<file path="src/rtl/stepmania_pkg.sv">
// rtl/stepmania_pkg.sv - shared lane/arrow types and constants for the arrow scroller
package stepmania_pkg;

    localparam int NUM_LANES  = 4;
    localparam int ARROW_SIZE = 32;

    typedef logic [1:0] lane_t;
    typedef logic [9:0] arrow_y_t;

    // Number of set bits in a per-lane event vector
    function automatic logic [2:0] popcount4(input logic [3:0] v);
        popcount4 = {2'b00, v[0]} + {2'b00, v[1]} + {2'b00, v[2]} + {2'b00, v[3]};
    endfunction

endpackage

</file>
<file path="src/rtl/lane_fifo.sv">
// rtl/lane_fifo.sv - ordered per-lane arrow store with push, pop-head and move-all
module lane_fifo
    import stepmania_pkg::*;
#(
    parameter int DEPTH   = 8,
    parameter int SPEED   = 2,
    parameter int SPAWN_Y = 448
) (
    input  logic                   clk,
    input  logic                   resetn,
    input  logic                   push,
    input  logic                   pop,
    input  logic                   dec,
    output arrow_y_t               head_y,
    output logic [DEPTH-1:0]       valid_mask,
    output arrow_y_t [DEPTH-1:0]   entry_y,
    output logic                   full,
    output logic                   empty
);

    localparam int CW = $clog2(DEPTH + 1);

    arrow_y_t [DEPTH-1:0] y_q;
    arrow_y_t [DEPTH-1:0] y_d;
    arrow_y_t [DEPTH-1:0] moved;
    logic     [CW-1:0]    count_q;
    logic     [CW-1:0]    count_d;
    logic     [CW-1:0]    tail;

    assign head_y  = y_q[0];
    assign entry_y = y_q;
    assign full    = (count_q == CW'(DEPTH));
    assign empty   = (count_q == '0);

    // Occupancy mask: entries below the count are live arrows
    always_comb begin
        valid_mask = '0;
        for (int i = 0; i < DEPTH; i++) begin
            valid_mask[i] = (CW'(i) < count_q);
        end
    end

    // Move existing arrows first, then shift out the head, then append the new
    // arrow so it keeps its spawn position on a move cycle
    always_comb begin
        moved = y_q;
        if (dec) begin
            for (int i = 0; i < DEPTH; i++) begin
                moved[i] = y_q[i] - arrow_y_t'(SPEED);
            end
        end
        y_d  = moved;
        tail = count_q;
        if (pop && !empty) begin
            for (int i = 0; i < DEPTH - 1; i++) begin
                y_d[i] = moved[i + 1];
            end
            y_d[DEPTH-1] = moved[DEPTH-1];
            tail = count_q - 1'b1;
        end
        count_d = tail;
        if (push && !full) begin
            for (int i = 0; i < DEPTH; i++) begin
                if (CW'(i) == tail) begin
                    y_d[i] = arrow_y_t'(SPAWN_Y);
                end
            end
            count_d = tail + 1'b1;
        end
    end

    // Entry storage and occupancy count
    always_ff @(posedge clk) begin
        if (!resetn) begin
            y_q     <= '0;
            count_q <= '0;
        end else begin
            y_q     <= y_d;
            count_q <= count_d;
        end
    end

endmodule

</file>
<file path="src/rtl/arrow_scroller.sv">
// rtl/arrow_scroller.sv - four-lane scrolling arrow tracker with judgement; ARROW_HIT_JUDGE_EN enables key hits
module arrow_scroller
    import stepmania_pkg::*;
#(
    parameter int DEPTH      = 8,
    parameter int SPEED      = 2,
    parameter int SPAWN_Y    = 448,
    parameter int RECEPTOR_Y = 64,
    parameter int HIT_WIN    = 16,
    parameter int LANE_X0    = 240,
    parameter int LANE_PITCH = 40
) (
    input  logic        Clk,
    input  logic        Reset_n,
    input  logic        frame_clk,
    input  logic        spawn_valid,
    input  lane_t       spawn_lane,
    output logic        spawn_ready,
    input  logic [3:0]  key_press,
    input  logic [9:0]  DrawX,
    input  logic [9:0]  DrawY,
    output logic [3:0]  display_arrow,
    output logic [3:0]  hit_pulse,
    output logic [3:0]  miss_pulse,
    output logic [15:0] hit_count,
    output logic [15:0] miss_count
);

    localparam logic signed [10:0] RECEPTOR_S = 11'(RECEPTOR_Y);
    localparam logic signed [10:0] HIT_WIN_S  = 11'(HIT_WIN);
    localparam logic signed [10:0] SPEED_S    = 11'(SPEED);
    localparam logic signed [10:0] MISS_LIM_S = 11'(RECEPTOR_Y - HIT_WIN);

    logic        frame_q, frame_d;
    logic [3:0]  key_q, key_d;
    logic [3:0]  hit_pulse_q, hit_pulse_d;
    logic [3:0]  miss_pulse_q, miss_pulse_d;
    logic [15:0] hit_count_q, hit_count_d;
    logic [15:0] miss_count_q, miss_count_d;

    logic                 tick;
    logic [3:0]           key_rise;
    logic [3:0]           push;
    logic [3:0]           hit;
    logic [3:0]           miss;
    logic [3:0]           pop;
    logic [3:0]           hit_ok;
    logic [3:0]           full;
    logic [3:0]           empty;
    logic [16:0]          hit_sum;
    logic [16:0]          miss_sum;
    logic signed [10:0]   head_s [NUM_LANES];
    logic signed [10:0]   diff_s [NUM_LANES];
    arrow_y_t             head_y [NUM_LANES];
    logic [DEPTH-1:0]     valid_mask [NUM_LANES];
    arrow_y_t [DEPTH-1:0] entry_y [NUM_LANES];
    logic [10:0]          px;
    logic [10:0]          py;

    for (genvar n = 0; n < NUM_LANES; n++) begin : g_lane
        lane_fifo #(
            .DEPTH   (DEPTH),
            .SPEED   (SPEED),
            .SPAWN_Y (SPAWN_Y)
        ) u_lane_fifo (
            .clk        (Clk),
            .resetn     (Reset_n),
            .push       (push[n]),
            .pop        (pop[n]),
            .dec        (tick),
            .head_y     (head_y[n]),
            .valid_mask (valid_mask[n]),
            .entry_y    (entry_y[n]),
            .full       (full[n]),
            .empty      (empty[n])
        );
    end

    assign spawn_ready = !full[spawn_lane];
    assign hit_pulse   = hit_pulse_q;
    assign miss_pulse  = miss_pulse_q;
    assign hit_count   = hit_count_q;
    assign miss_count  = miss_count_q;

    // Per-lane spawn, hit and miss decisions; a hit takes the lane's single pop
    always_comb begin
        tick     = frame_clk & ~frame_q;
        key_rise = key_press & ~key_q;
        frame_d  = frame_clk;
        key_d    = key_press;
        for (int n = 0; n < NUM_LANES; n++) begin
            push[n]   = spawn_valid && (spawn_lane == lane_t'(n)) && !full[n];
            head_s[n] = $signed({1'b0, head_y[n]});
            diff_s[n] = head_s[n] - RECEPTOR_S;
            hit_ok[n] = (diff_s[n] >= -HIT_WIN_S) && (diff_s[n] <= HIT_WIN_S);
`ifdef ARROW_HIT_JUDGE_EN
            hit[n]    = key_rise[n] && !empty[n] && hit_ok[n];
`else
            // Keys are ignored; the key path stays referenced but is masked off
            hit[n]    = 1'b0 & key_rise[n] & hit_ok[n];
`endif
            miss[n]   = tick && !empty[n] && !hit[n] &&
                        ((head_s[n] - SPEED_S) < MISS_LIM_S);
            pop[n]    = hit[n] | miss[n];
        end
        hit_pulse_d  = hit;
        miss_pulse_d = miss;
        hit_sum      = {1'b0, hit_count_q} + {14'b0, popcount4(hit)};
        miss_sum     = {1'b0, miss_count_q} + {14'b0, popcount4(miss)};
        hit_count_d  = hit_sum[16] ? 16'hFFFF : hit_sum[15:0];
        miss_count_d = miss_sum[16] ? 16'hFFFF : miss_sum[15:0];
    end

    // Pixel hit-test against every live arrow box in every lane
    always_comb begin
        display_arrow = '0;
        px = {1'b0, DrawX};
        py = {1'b0, DrawY};
        for (int n = 0; n < NUM_LANES; n++) begin
            for (int i = 0; i < DEPTH; i++) begin
                if (valid_mask[n][i] &&
                    (px >= 11'(LANE_X0 + n * LANE_PITCH)) &&
                    (px <  11'(LANE_X0 + n * LANE_PITCH + ARROW_SIZE)) &&
                    (py >= {1'b0, entry_y[n][i]}) &&
                    (py <  ({1'b0, entry_y[n][i]} + 11'(ARROW_SIZE)))) begin
                    display_arrow[n] = 1'b1;
                end
            end
        end
    end

    // Edge detectors, judgement strobes and saturating totals
    always_ff @(posedge Clk) begin
        if (!Reset_n) begin
            frame_q      <= 1'b0;
            key_q        <= '0;
            hit_pulse_q  <= '0;
            miss_pulse_q <= '0;
            hit_count_q  <= '0;
            miss_count_q <= '0;
        end else begin
            frame_q      <= frame_d;
            key_q        <= key_d;
            hit_pulse_q  <= hit_pulse_d;
            miss_pulse_q <= miss_pulse_d;
            hit_count_q  <= hit_count_d;
            miss_count_q <= miss_count_d;
        end
    end

endmodule

</file>
<file path="config.mk">
export PLATFORM = sky130hd
export DESIGN_NAME = arrow_scroller
export DESIGN_NICKNAME = d
export VERILOG_FILES = /design/src/rtl/stepmania_pkg.sv /design/src/rtl/lane_fifo.sv /design/src/rtl/arrow_scroller.sv
export SDC_FILE = /design/constraint.sdc
export NUM_CORES = 2
export LEC_CHECK = 0
export ABC_AREA = 1
export BUFFER_PORTS_ARGS = -buffer_cell sky130_fd_sc_hd__buf_2
export CAP_MARGIN = 15
export CORE_ASPECT_RATIO = 0.9
export CORE_MARGIN = 5
export CORE_UTILIZATION = 50
export DETAILED_ROUTE_END_ITERATION = 16
export PLACE_DENSITY = 0.66
export SYNTH_ARGS = -nofsm -noshare
export SYNTH_HDL_FRONTEND = slang
export SYNTH_SLANG_ARGS = --single-unit
</file>
<file path="constraint.sdc">
create_clock -name Clk -period 7.5 [get_ports Clk]
set_input_delay 1.5 -clock Clk [delete_from_list [all_inputs] [get_ports Clk]]
set_output_delay 1.5 -clock Clk [all_outputs]
set_load 0.1 [all_outputs]
</file>
; ---- After elaboration in Yosys (flattened, before gate mapping)
; Index checks and enable logic that the tools add are counted.
[totals]
ff_bits = 357
input_bits = 30
out_inout_bits = 45
[op_classes]
add_sub_neg = 80
n_lt_le_gt_ge = 109
eq_ne = 35
muxes = 87
bitwise = 2
n_reduce_logical = 170
[op_table]
columns = cell, count
row1 = $mux 80, 8
row2 = $add 10x6->11 const B, 32
row3 = $lt 10x11->1, 32
row4 = $ge 10x10->1, 32
row5 = $mux 10, 32
row6 = $sub 10x2->10 const B, 32
row7 = $mux 70, 4
row8 = $logic_and 1x1->1, 152
row9 = $eq 3x4->1 const A, 16
row10 = $lt 3x4->1 const A, 16
row11 = $lt 11x7->1 const B, 4
row12 = $sub 10x2->11 const B, 4
row13 = $lt 10x9->1 const B, 4
row14 = $mux 1, 33
row15 = $eq 2x4->1 const A, 8
row16 = $logic_not 4->1, 8
row17 = $lt 1x4->1 const A, 8
row18 = $lt 2x4->1 const A, 8
row19 = $mux 4, 8
row20 = $ge 10x9->1 const B, 3
row21 = $add 16x3->17, 1
row22 = $add 4x1->4 const B, 4
row23 = $eq 1x4->1 const A, 4
row24 = $eq 4x4->1 const B, 4
row25 = 14 further kinds, 26

; ---- Logic depth before layout (Yosys ltp)
[depth]
ltp_word = 13
depth_mapped = 30
mapped_depth_nobuf = 28

; ---- Modules after synthesis
; A second synthesis with hierarchy kept.
[unflattened]
hier_cells = 6005
hier_area_um2 = 38115.3
[by_module_without_submodules]
columns = mod, instances, cells_each, area_per_inst_um2, seq_area_each_um2
row1 = arrow_scroller, 1, 2903, 17616.9, 420.4
row2 = lane_fifo at g_lane[0].u_lane_fifo ..., 3, 775, 5134.9, 1661.6
row3 = lane_fifo at g_lane[3].u_lane_fifo, 1, 777, 5093.6, 1661.6

; ---- Worst setup path before layout
; Ideal clock, no wire load.
[synth_path]
path_type = input to output
startpoint = input port DrawY[0]
endpoint = output port display_arrow[2]
arrival_time_ns = 3.808
required_ns = 6.000
setup_slack_ns = 2.192
path_stages = 9
n_path_buf = 0
cell_sequence = inv_1 ha_1 o21bai_1 a21oi_1 or3_1 nand4_1 nand2_1 nor2_1 nand4_1
[synth_via]
elab_chain_cells = 11
elab_cells_between_ends = 40
cone_classes = order compare: 16 / mux: 8 / reduce/logical: 16
[synth_rtl]
columns = element, line
row1 = start: declaration, arrow_scroller.sv:21  ; input logic [9:0] DrawY,
row2 = $ge 10x10->1, arrow_scroller.sv:124  ; (py >= {1'b0, entry_y[n][i]}) &&
row3 = $logic_and 1x1->1, arrow_scroller.sv:123  ; (px < 11'(LANE_X0 + n * LANE_PITCH + ARROW_SIZE)) &&
row4 = $logic_and 1x1->1, arrow_scroller.sv:124
row5 = $mux 1 (7 in series), arrow_scroller.sv:121  ; if (valid_mask[n][i] &&
row6 = $mux 1 (*), arrow_scroller.sv:121
row7 = end: declaration, arrow_scroller.sv:22  ; output logic [3:0] display_arrow,
; Every way passes the cells marked *; elsewhere a longest branch is shown, timed or not.

; ---- Final worst setup path
[layout_path]
startpoint = input port DrawY[1]
endpoint = output port display_arrow[3]
; The elaborated chain is that of the path after synthesis.

==> impl_metrics.json <==
{
  "p_sw_mw": 6.13,
  "finalCriticalPeriod_ps": 5940,
  "wirelength_mm": 94.5,
  "cts_root_buf": "clkbuf_16",
  "syn_area_um2": 34500,
  "placed_cell_area_um2": 35600,
  "dr.pass1.iters": 5,
  "post_cts_resize_count": 0,
  "via_per_inst": 5.36,
  "min_path_type": "flop to flop",
  "fin_nets": 5598,
  "worst_pin_slew_ps": 1140,
  "worstSetupStartpointType": "input port",
  "p_int_mw": 6.55,
  "syn_to_final_growth_pct": 7.67,
  "path_class": "input port to output pin",
  "initial_core_util_pct": 50.4,
  "num_rows": 91,
  "p_sw_share_pct": 48.4,
  "drv_slew": 0,
  "ys_ff_latch": 353,
  "synthCells": 4946,
  "peakVddDrop_mv": 0.196,
  "core_um2": 68400,
  "grt_max_degree": 90,
  "io_pins": 75,
  "grt_use_total_pct": 24.8,
  "synth_flop_cell": "dfxtp_1",
  "required_ps": 6000,
  "fp.dieH_um": 259,
  "yosysWarningCount": 0,
  "vias": 31800,
  "synth-edff-count": 0,
  "rsz0062_at_grt": "false",
  "drt_iter0_drc": 2063,
  "tritoncts": "done",
  "antenna_found_initial": 3,
  "layout-drive-gt1-share_pct": 5.55,
  "clock_latency_ps": 580,
  "grt-ovfl-total": 0,
  "setup_viol": 0,
  "max_slew_margin_pct": 24.0,
  "grt_pass1_vias": 29600,
  "period_share_pct": 79.2,
  "synthArstFlopShare_pct": 0,
  "port_buffers": 47,
  "combPwrFrac_pct": 58.0,
  "post-cts-setup-buffers": 0,
  "cts_buffers": 44,
  "p_seq_share_pct": 24.3,
  "crit_path_end_kind": "output pin",
  "syn_area_per_cell_um2": 6.97,
  "maxCapViolations": 0,
  "path_clk_slew_ps": 60,
  "tns_ps": 0,
  "ant_nets": 0,
  "clock_sinks": 353,
  "hpwl_mm": 69.7,
  "netlist.top_cell.by_area": "ha_1",
  "power.density_nw_per_um2": 341,
  "crit_path_max_fanout": 20,
  "clock_power_share_pct": 17.8,
  "die_w_um": 287,
  "grt_pass1_wl_mm": 153,
  "ys_types": 52,
  "dieArea_um2": 74400,
  "ctsHoldBuffers": 0,
  "yosysTopAreaCellShare_pct": 21.9,
  "synthTopCellsByArea": "ha_1 (22%), dfxtp_1 (20%), nand2_1 (8.7%)",
  "final-hold-violation-count": 0,
  "seq_area_frac_synth_pct": 20.5,
  "final_cell_area_um2": 37100,
  "skew_ps": 16.1,
  "arrival_ps": 4440,
  "place_congestion": 0.880,
  "outcome": "complete, no violations",
  "wl_per_cell_um": 15.9,
  "hold_slack_ps": 466,
  "post-route-drc-count": 0,
  "htree_levels": 2,
  "clockBufferDepth": 3,
  "max_freq_mhz": 168,
  "p_leak_nw": 17.4
}
layout by cell type, fill, tap and decap left out, types with 57 or more instances in the layout:
cell type / instances
nor2_1: 612
mux2i_1: 64
a21oi_1: 368
ha_1: 605
nand4_1: 122
dfxtp_1: 353
nand2_2: 57
nor3_1: 90
xor2_1: 263
nand3_1: 237
inv_1: 593
nand2_1: 803
o21ai_0: 329
through the flow:
stage / setup WS [ps] / total power [mW] / utilization [%] / instances
3_5_place_dp: 1620 / 10.4 / 52.1 / 5844
4_1_cts: 1570 / 12.7 / 54.3 / 5923
2_1_floorplan: 2190 / 8.69 / - / 4965
3_3_place_gp: 1590 / 10.2 / 52.1 / 5844
5_1_grt: 1400 / 14.0 / 54.3 / 5923
6_report: 1560 / 12.7 / 54.3 / 5924
synthesized netlist by cell type (15+ instances only):
cell and n:
dfxtp_1 353, or2_2 19, nand2_1 803, xnor2_1 38, nor2_1 612, and2_1 16, a21oi_1 368, nand2_2 59
o21ai_0 329, mux2i_1 64, ha_1 605, inv_1 595, buf_4 24, o31ai_1 36, nand3_1 237, a211oi_1 27
xor2_1 263, o211ai_1 23, clkbuf_1 53, nand4_1 122, nor4_1 26, nor3_1 90, buf_2 37, o21bai_1 15
sequential cells by signal (all words and copies together), names as in the netlist:
signal,flops
frame_q,1
g_lane.u_lane_fifo.count_q,16
g_lane.u_lane_fifo.entry_y,276
g_lane.u_lane_fifo.head_y,40
miss_count,16
miss_pulse,4
power by group through the flow:
stage,Sequential (mW),Combinational [mW],Clock [mW]
after floorplan,2.96,5.73,0
after global placement,3.09,7.14,0
after detailed placement,3.11,7.25,0
after CTS,3.07,7.32,2.30
after global routing,3.17,8.48,2.37
final,3.08,7.35,2.25
critical path, stage by stage:
cell     delay [ps]
buf_2           650
buf_4           420
ha_1            210
a21oi_1          70
inv_1            70
a21oi_1          70
o31ai_1         510
nor2_1           80
a21oi_1         270
nand4_1         210
buf_2           340
layer usage:
layer,routed length (um),GRT usage [%]
met3,4970,3.23
met5,13,0
met4,1700,5.04
met1,46900,35.6
met2,40900,40.0
final cells by class:
class	count	area, um2
fill	6721	31300
multi-input combinational	3880	24600
sequential	353	7070
inverter	607	2290
clock buffer	59	1230
tap	930	1160
timing repair buffer	74	528
clock inverter	20	263
antenna	1	2.50
cell families (layout without fill, tap and decap cells):
logic type               count (synthesis)  after routing  share of synthesized area (%)
AO/OA/AOI/OAI                          850            850                           13.5
XOR/XNOR                               301            301                           7.64
adder cells (fa/ha/maj)                608            608                           22.1
buffers and inverters                  732            760                           8.45
flip-flops                             353            353                           20.5
multiplexers                            64             64                           1.86
other                                    1             21                         0.0109
AND/OR/NAND/NOR                       2037           2037                           25.9
path summary, 6_finish.rpt:
check,startpoint,endpoint,slack [ps],depth (start not counted)
worst max register to register,g_lane[2].u_lane_fifo.head_y[1]$_SDFF_PN0_,miss_count[13]$_SDFF_PN0_,2890,25
worst min-delay path,g_lane[2].u_lane_fifo.entry_y[60]$_SDFF_PN0_,g_lane[2].u_lane_fifo.entry_y[60]$_SDFF_PN0_,470,2
worst max-delay path,DrawY[1],display_arrow[3],1560,11
worst min register to register,g_lane[2].u_lane_fifo.entry_y[60]$_SDFF_PN0_,g_lane[2].u_lane_fifo.entry_y[60]$_SDFF_PN0_,470,2
Note: power is estimated with default switching activity, not from simulation.
